**config.mk**
```make
export PLATFORM = sky130hd
export DESIGN_NAME = rx_buffer
export DESIGN_NICKNAME = d
export VERILOG_FILES = /design/src/rtl/uart_pkg.sv /design/src/rtl/rx_buffer_mem.sv /design/src/rtl/rx_buffer.sv
export SDC_FILE = /design/constraint.sdc
export NUM_CORES = 1
export LEC_CHECK = 0
export CAP_MARGIN = 20
export CORE_AREA = 2 2 125 127
export DETAILED_ROUTE_END_ITERATION = 16
export DIE_AREA = 0 0 127 129
export SLEW_MARGIN = 25
export SYNTH_ARGS = -nofsm -noshare
export SYNTH_HDL_FRONTEND = slang
export SYNTH_HIERARCHICAL = 1
export SYNTH_SLANG_ARGS = --single-unit
```
**constraint.sdc**
```tcl
create_clock -name clk -period 6.1 [get_ports clk]
set_input_delay 0.915 -clock clk [delete_from_list [all_inputs] [get_ports clk]]
set_output_delay 0.915 -clock clk [all_outputs]
set_load 0.02 [all_outputs]
```
**src/rtl/uart_pkg.sv**
```systemverilog
// Shared UART definitions: default payload width and the receive frame layout
// as stored by rx_buffer ({par_err, stop_err, data}).
package uart_pkg;

    localparam int unsigned UART_DATA_W = 8;

    typedef struct packed {
        logic                   par_err;
        logic                   stop_err;
        logic [UART_DATA_W-1:0] data;
    } uart_frame_t;

endpackage

```
**src/rtl/rx_buffer_mem.sv**
```systemverilog
// Frame storage for rx_buffer: one synchronous write port, one asynchronous
// (show-ahead) read port. Contents are never reset.
module rx_buffer_mem #(
    parameter int unsigned DEPTH = 16,
    parameter int unsigned WIDTH = 10
) (
    input  logic                     clk,
    input  logic                     we,
    input  logic [$clog2(DEPTH)-1:0] waddr,
    input  logic [WIDTH-1:0]         wdata,
    input  logic [$clog2(DEPTH)-1:0] raddr,
    output logic [WIDTH-1:0]         rdata
);

    logic [WIDTH-1:0] mem_q [DEPTH];

    always_ff @(posedge clk) begin
        if (we) begin
            mem_q[waddr] <= wdata;
        end
    end

    assign rdata = mem_q[raddr];

endmodule

```
**src/rtl/rx_buffer.sv**
```systemverilog
// UART receive FIFO with per-byte error tags, sticky overrun and drop counter.
// Define RX_BUFFER_ERR_DROP_EN to discard errored frames instead of storing them.
module rx_buffer
    import uart_pkg::*;
#(
    parameter int unsigned DEPTH  = 16,
    parameter int unsigned DATA_W = UART_DATA_W
) (
    input  logic                     clk,
    input  logic                     reset,
    input  logic                     wr_valid,
    input  logic [DATA_W-1:0]        wr_data,
    input  logic                     wr_stop_err,
    input  logic                     wr_par_err,
    input  logic                     rd_en,
    output logic [DATA_W-1:0]        rd_data,
    output logic                     rd_stop_err,
    output logic                     rd_par_err,
    output logic                     empty,
    output logic                     full,
    output logic [$clog2(DEPTH):0]   count,
    output logic                     overrun,
    input  logic                     ovr_clr,
    output logic [7:0]               drop_cnt
);

    localparam int unsigned AW = $clog2(DEPTH);
    localparam int unsigned CW = AW + 1;
    localparam int unsigned MW = DATA_W + 2;

    logic [AW-1:0] wr_ptr_q, wr_ptr_d;
    logic [AW-1:0] rd_ptr_q, rd_ptr_d;
    logic [CW-1:0] count_q, count_d;
    logic          overrun_q, overrun_d;
    logic [7:0]    drop_cnt_q, drop_cnt_d;

    logic          empty_c, full_c, frame_err_c;
    logic          push_c, pop_c, ovr_set_c;
    logic [MW-1:0] rd_word_c;

    // Push/pop decisions, pointer/occupancy update and status flags
    always_comb begin
        empty_c     = (count_q == '0);
        full_c      = (count_q == CW'(DEPTH));
`ifdef RX_BUFFER_ERR_DROP_EN
        frame_err_c = wr_stop_err | wr_par_err;
`else
        frame_err_c = 1'b0;
`endif
        pop_c       = rd_en & ~empty_c;
        // A pop in the same cycle frees the slot, so a full buffer still accepts
        push_c      = wr_valid & ~frame_err_c & (~full_c | rd_en);
        ovr_set_c   = wr_valid & ~frame_err_c & full_c & ~rd_en;

        wr_ptr_d    = push_c ? wr_ptr_q + AW'(1) : wr_ptr_q;
        rd_ptr_d    = pop_c  ? rd_ptr_q + AW'(1) : rd_ptr_q;

        count_d = count_q;
        if (push_c && !pop_c) begin
            count_d = count_q + CW'(1);
        end else if (pop_c && !push_c) begin
            count_d = count_q - CW'(1);
        end

        // Set wins over a coincident clear
        overrun_d = overrun_q;
        if (ovr_clr) begin
            overrun_d = 1'b0;
        end
        if (ovr_set_c) begin
            overrun_d = 1'b1;
        end

`ifdef RX_BUFFER_ERR_DROP_EN
        drop_cnt_d = drop_cnt_q;
        if (wr_valid && frame_err_c && (drop_cnt_q != 8'hFF)) begin
            drop_cnt_d = drop_cnt_q + 8'd1;
        end
`else
        drop_cnt_d = 8'd0;
`endif
    end

    always_ff @(posedge clk) begin
        if (reset) begin
            wr_ptr_q   <= '0;
            rd_ptr_q   <= '0;
            count_q    <= '0;
            overrun_q  <= 1'b0;
            drop_cnt_q <= 8'd0;
        end else begin
            wr_ptr_q   <= wr_ptr_d;
            rd_ptr_q   <= rd_ptr_d;
            count_q    <= count_d;
            overrun_q  <= overrun_d;
            drop_cnt_q <= drop_cnt_d;
        end
    end

    rx_buffer_mem #(
        .DEPTH (DEPTH),
        .WIDTH (MW)
    ) u_mem (
        .clk   (clk),
        .we    (push_c & ~reset),
        .waddr (wr_ptr_q),
        .wdata ({wr_par_err, wr_stop_err, wr_data}),
        .raddr (rd_ptr_q),
        .rdata (rd_word_c)
    );

    assign rd_data     = rd_word_c[DATA_W-1:0];
    assign rd_stop_err = rd_word_c[DATA_W];
    assign rd_par_err  = rd_word_c[DATA_W+1];
    assign empty       = empty_c;
    assign full        = full_c;
    assign count       = count_q;
    assign overrun     = overrun_q;
    assign drop_cnt    = drop_cnt_q;

endmodule

```
==> metrics.log <==
INFO  metric floorplan.io_pins = 41
INFO  metric grt_antenna_before_repair = 0
INFO  metric antenna-diode-count = 0
INFO  metric min_path_type = flop to flop
INFO  metric ys_types = between 40 and 50
INFO  metric final.period_utilization = 0.6677
INFO  metric htree_num_levels = 4
INFO  metric reg2reg_depth = 10
INFO  metric fmaxAchievable = 245.5 MHz
INFO  metric drv.max_cap_violation_count = 0
INFO  metric yosys.area.top_type_share = 0.6887
INFO  metric powerDensity = approximately 390 nW/um2
INFO  metric hold_path_depth = 2
INFO  metric worstMarginPinSlew = between 1 and 1.5 ns
INFO  metric areaGrowthSynthToFinish = 15.60%
INFO  metric drt_iter0_drc = around 330
INFO  metric drt_pre_antenna_iters = 4
INFO  metric die_h = 129 um
INFO  metric cts_hold_buf = 0
INFO  metric clk_latency = 0.42 ns
INFO  metric cts_tree = built
INFO  metric globalRouteTotalUtil = 0.1849
INFO  metric synth_sequential_area_ratio = 0.7288
INFO  metric timing_worst_setup_path_type = flop to primary output
INFO  metric synth_area = roughly 7000 um2
INFO  metric crit-reg2reg-capture = count[4]$_SDFFE_PP0P_
INFO  metric drcViolationCount = 0
INFO  metric buffer_ports.inserted = 32
INFO  metric maxSlewHeadroom = 0.3131
INFO  metric routed_via_density = between 5 and 6
INFO  metric grt_overflow_total = 0
INFO  metric hold_viol_final = 0
INFO  metric ys_seq_elements = about 170
INFO  metric largest_cells_by_area_after_synthesis = edfxtp_1 (69%), mux4_2 (9.0%), mux4_1 (4.5%)
INFO  metric critical_path_peak_fanout = 23
INFO  metric grt_pass1_vias = about 3,500
INFO  metric startpoint_type = flop
INFO  metric hpwlAfterDp = between 8000 and 9000 um
INFO  metric setup_violations = 0
INFO  metric worst_ep_arrival_time = around 3.2 ns
INFO  metric cts_inserted_buffers = 17
INFO  metric pin_count_of_the_biggest_net_entering_global_routing = 44
INFO  metric fin_nets = approximately 430
INFO  metric drive_above_1_share = 0.1823
INFO  metric ys.warnings.count = 6
INFO  metric first_pass_grt_wire_length = around 21,000 um
INFO  metric ant_nets = 0
INFO  metric max-vdd-ir-drop = 257.6 uV
INFO  metric run_status = finished clean
INFO  metric core_area = approximately 15,000 um2
INFO  metric placementRows = 45
INFO  metric hp-start = wr_ptr_q[3]$_SDFFE_PP0P_
INFO  metric clk_pin_slew_worst_setup_hold_paths = 0.06 ns
INFO  metric worst-endpoint-required = between 5 and 6 ns
INFO  metric period_needed = between 4 and 5 ns
INFO  metric fp.dieW = 127 um
INFO  metric endpoint_kind = primary output
INFO  metric r2r-start = count[0]$_SDFFE_PP0P_
INFO  metric clock_root_buffer = clkbuf_16
INFO  metric yosys.area.top_type = edfxtp_1
INFO  metric clock-sinks = between 150 and 200
INFO  metric slew_viol_final = 0
INFO  metric place_congestion = slightly below 0.8
INFO  metric clockBufferDepth = 2
INFO  metric timing.reg2reg.setup_slack = 3.06 ns
INFO  metric via_count = 3,473
INFO  metric wirelength = 14,030 um
INFO  metric initial_standard_cell_utilization_of_the_core = 0.4658
INFO  metric syn-mean-instance-area = about 19 um2
INFO  metric endpoint_with_the_worst_hold_slack = wr_ptr_q[3]$_SDFFE_PP0P_
INFO  metric hold_ws = roughly 0.54 ns
INFO  metric rsz0062_at_grt = no
INFO  metric syn-instance-count = ~360
INFO  metric die_area = ~16,000 um2
INFO  metric cellLeakagePower = 2.585 nW
INFO  metric ctsResizeCount = 0
INFO  metric wl_per_cell = roughly 23 um
INFO  metric post_cts.repair.setup_buffers = 0
INFO  metric timing.clock.skew = between 0.007 and 0.008 ns
INFO  metric finalSetupTns = 0 ns
-- cell type report --
class                           instances  area, um2
Inverter                                3      11.26
Tap cell                              188      235.2
Multi-Input combinational cell        167       1800
Fill cell                            1172       6912
Sequential cell                       174       5090
Clock buffer                           22      444.2
Clock inverter                         10      96.34
Timing Repair Buffer                   41      387.9
-- stage by stage --
step	util	area [um2]	std cells	total power, W	setup slack [ns]
global route	0.5385	8065	605	0.003263	1.809
detailed placement	0.5013	7508	573	0.002161	2.342
CTS	0.5374	8049	605	0.003158	1.930
finish	0.5385	8065	605	0.003122	2.027
global placement	0.4997	7483	573	0.002152	2.411
floorplan	-	7003	368	0.001959	3.069
-- registers in the layout, indices dropped and copies added, names as in the netlist --
register,flops
count,5
overrun,1
rd_ptr_q,4
u_mem/mem_q,160
wr_ptr_q,4
-- Yosys cell counts --
cell / instances
a211oi_1: 1
a21o_1: 1
a21oi_1: 5
a22oi_1: 20
a31oi_1: 1
and2_1: 1
and3_1: 1
buf_1: 5
buf_4: 10
buf_6: 2
buf_8: 2
clkbuf_1: 5
conb_1: 1
dfxtp_1: 14
edfxtp_1: 160
fa_1: 1
ha_1: 6
inv_1: 3
mux2_2: 1
mux2i_1: 3
mux4_1: 12
mux4_2: 28
nand2_1: 12
nand2b_1: 2
nand3_1: 3
nand3b_1: 2
nor2_1: 32
nor2b_1: 3
nor3_1: 5
nor4_1: 1
nor4bb_1: 1
o211ai_1: 2
o21ai_1: 1
o21ai_2: 1
o311ai_1: 1
o31ai_4: 1
or3_1: 2
or3b_1: 1
or4_4: 1
xnor2_1: 1
xor2_1: 6
-- metal layers --
| layer | global-route usage | up-vias | share of wire |
|---|---|---|---|
| li1 | - | 1545 | - |
| met1 | 0.2638 | 1816 | 0.47 |
| met2 | 0.2868 | 95 | 0.48 |
| met3 | 0.03825 | 17 | 0.041 |
| met4 | 0.06658 | 0 | 0.015 |
| met5 | 0 | - | 0 |
-- layout by cell type (no fill, tap or decap), types with 5 or more instances in the layout --
master / count
edfxtp_1: 160
clkdlybuf4s50_1: 32
mux4_2: 28
nor2_1: 26
a22oi_1: 20
clkbuf_16: 17
nand2_1: 12
dfxtp_1: 12
mux4_1: 12
buf_4: 9
conb_1: 8
xor2_1: 6
ha_1: 6
clkinv_1: 6
nor2_2: 6
a21oi_1: 5
clkbuf_1: 5
-- how the worst max path moves through the flow --
stage	endpoint	start
after global routing	rd_data[0]	rd_ptr_q[0]$_SDFFE_PP0P_
after CTS	rd_data[0]	rd_ptr_q[0]$_SDFFE_PP0P_
final	rd_data[0]	rd_ptr_q[0]$_SDFFE_PP0P_
after detailed placement	u_mem/mem_q[2][4]$_DFFE_PP_	reset
after global placement	u_mem/mem_q[2][4]$_DFFE_PP_	reset
after floorplan	u_mem/mem_q[0][0]$_DFFE_PP_	reset
-- power by group --
group | internal (W) | switching, W
Clock | 0.000594 | 0.000402
Sequential | 0.00134 | 0.000108
Combinational | 0.000373 | 0.000308
-- critical path, cell delays in order, from the launching register on --
cell and delay, ns:
dfxtp_2 0.88, buf_4 0.37, mux4_1 0.59, a22oi_1 0.21
nand2_1 0.12, clkdlybuf4s50_1 0.56
-- cell families (layout without fill, tap and decap cells) --
| kind of cell | Yosys count | count (layout) | synth area share |
|---|---|---|---|
| DFF | 174 | 174 | 0.7288 |
| and+or+nand+nor | 67 | 67 | 0.04484 |
| muxes | 44 | 44 | 0.1415 |
| AOI/OAI and AO/OA | 34 | 34 | 0.03658 |
| buffers and inverters | 27 | 76 | 0.02529 |
| adders and majority gates | 7 | 7 | 0.01363 |
| xor gates and xnor gates | 7 | 7 | 0.008788 |
| other | 1 | 8 | 0.0005375 |
No activity file was read; power rests on OpenSTA's default activity.
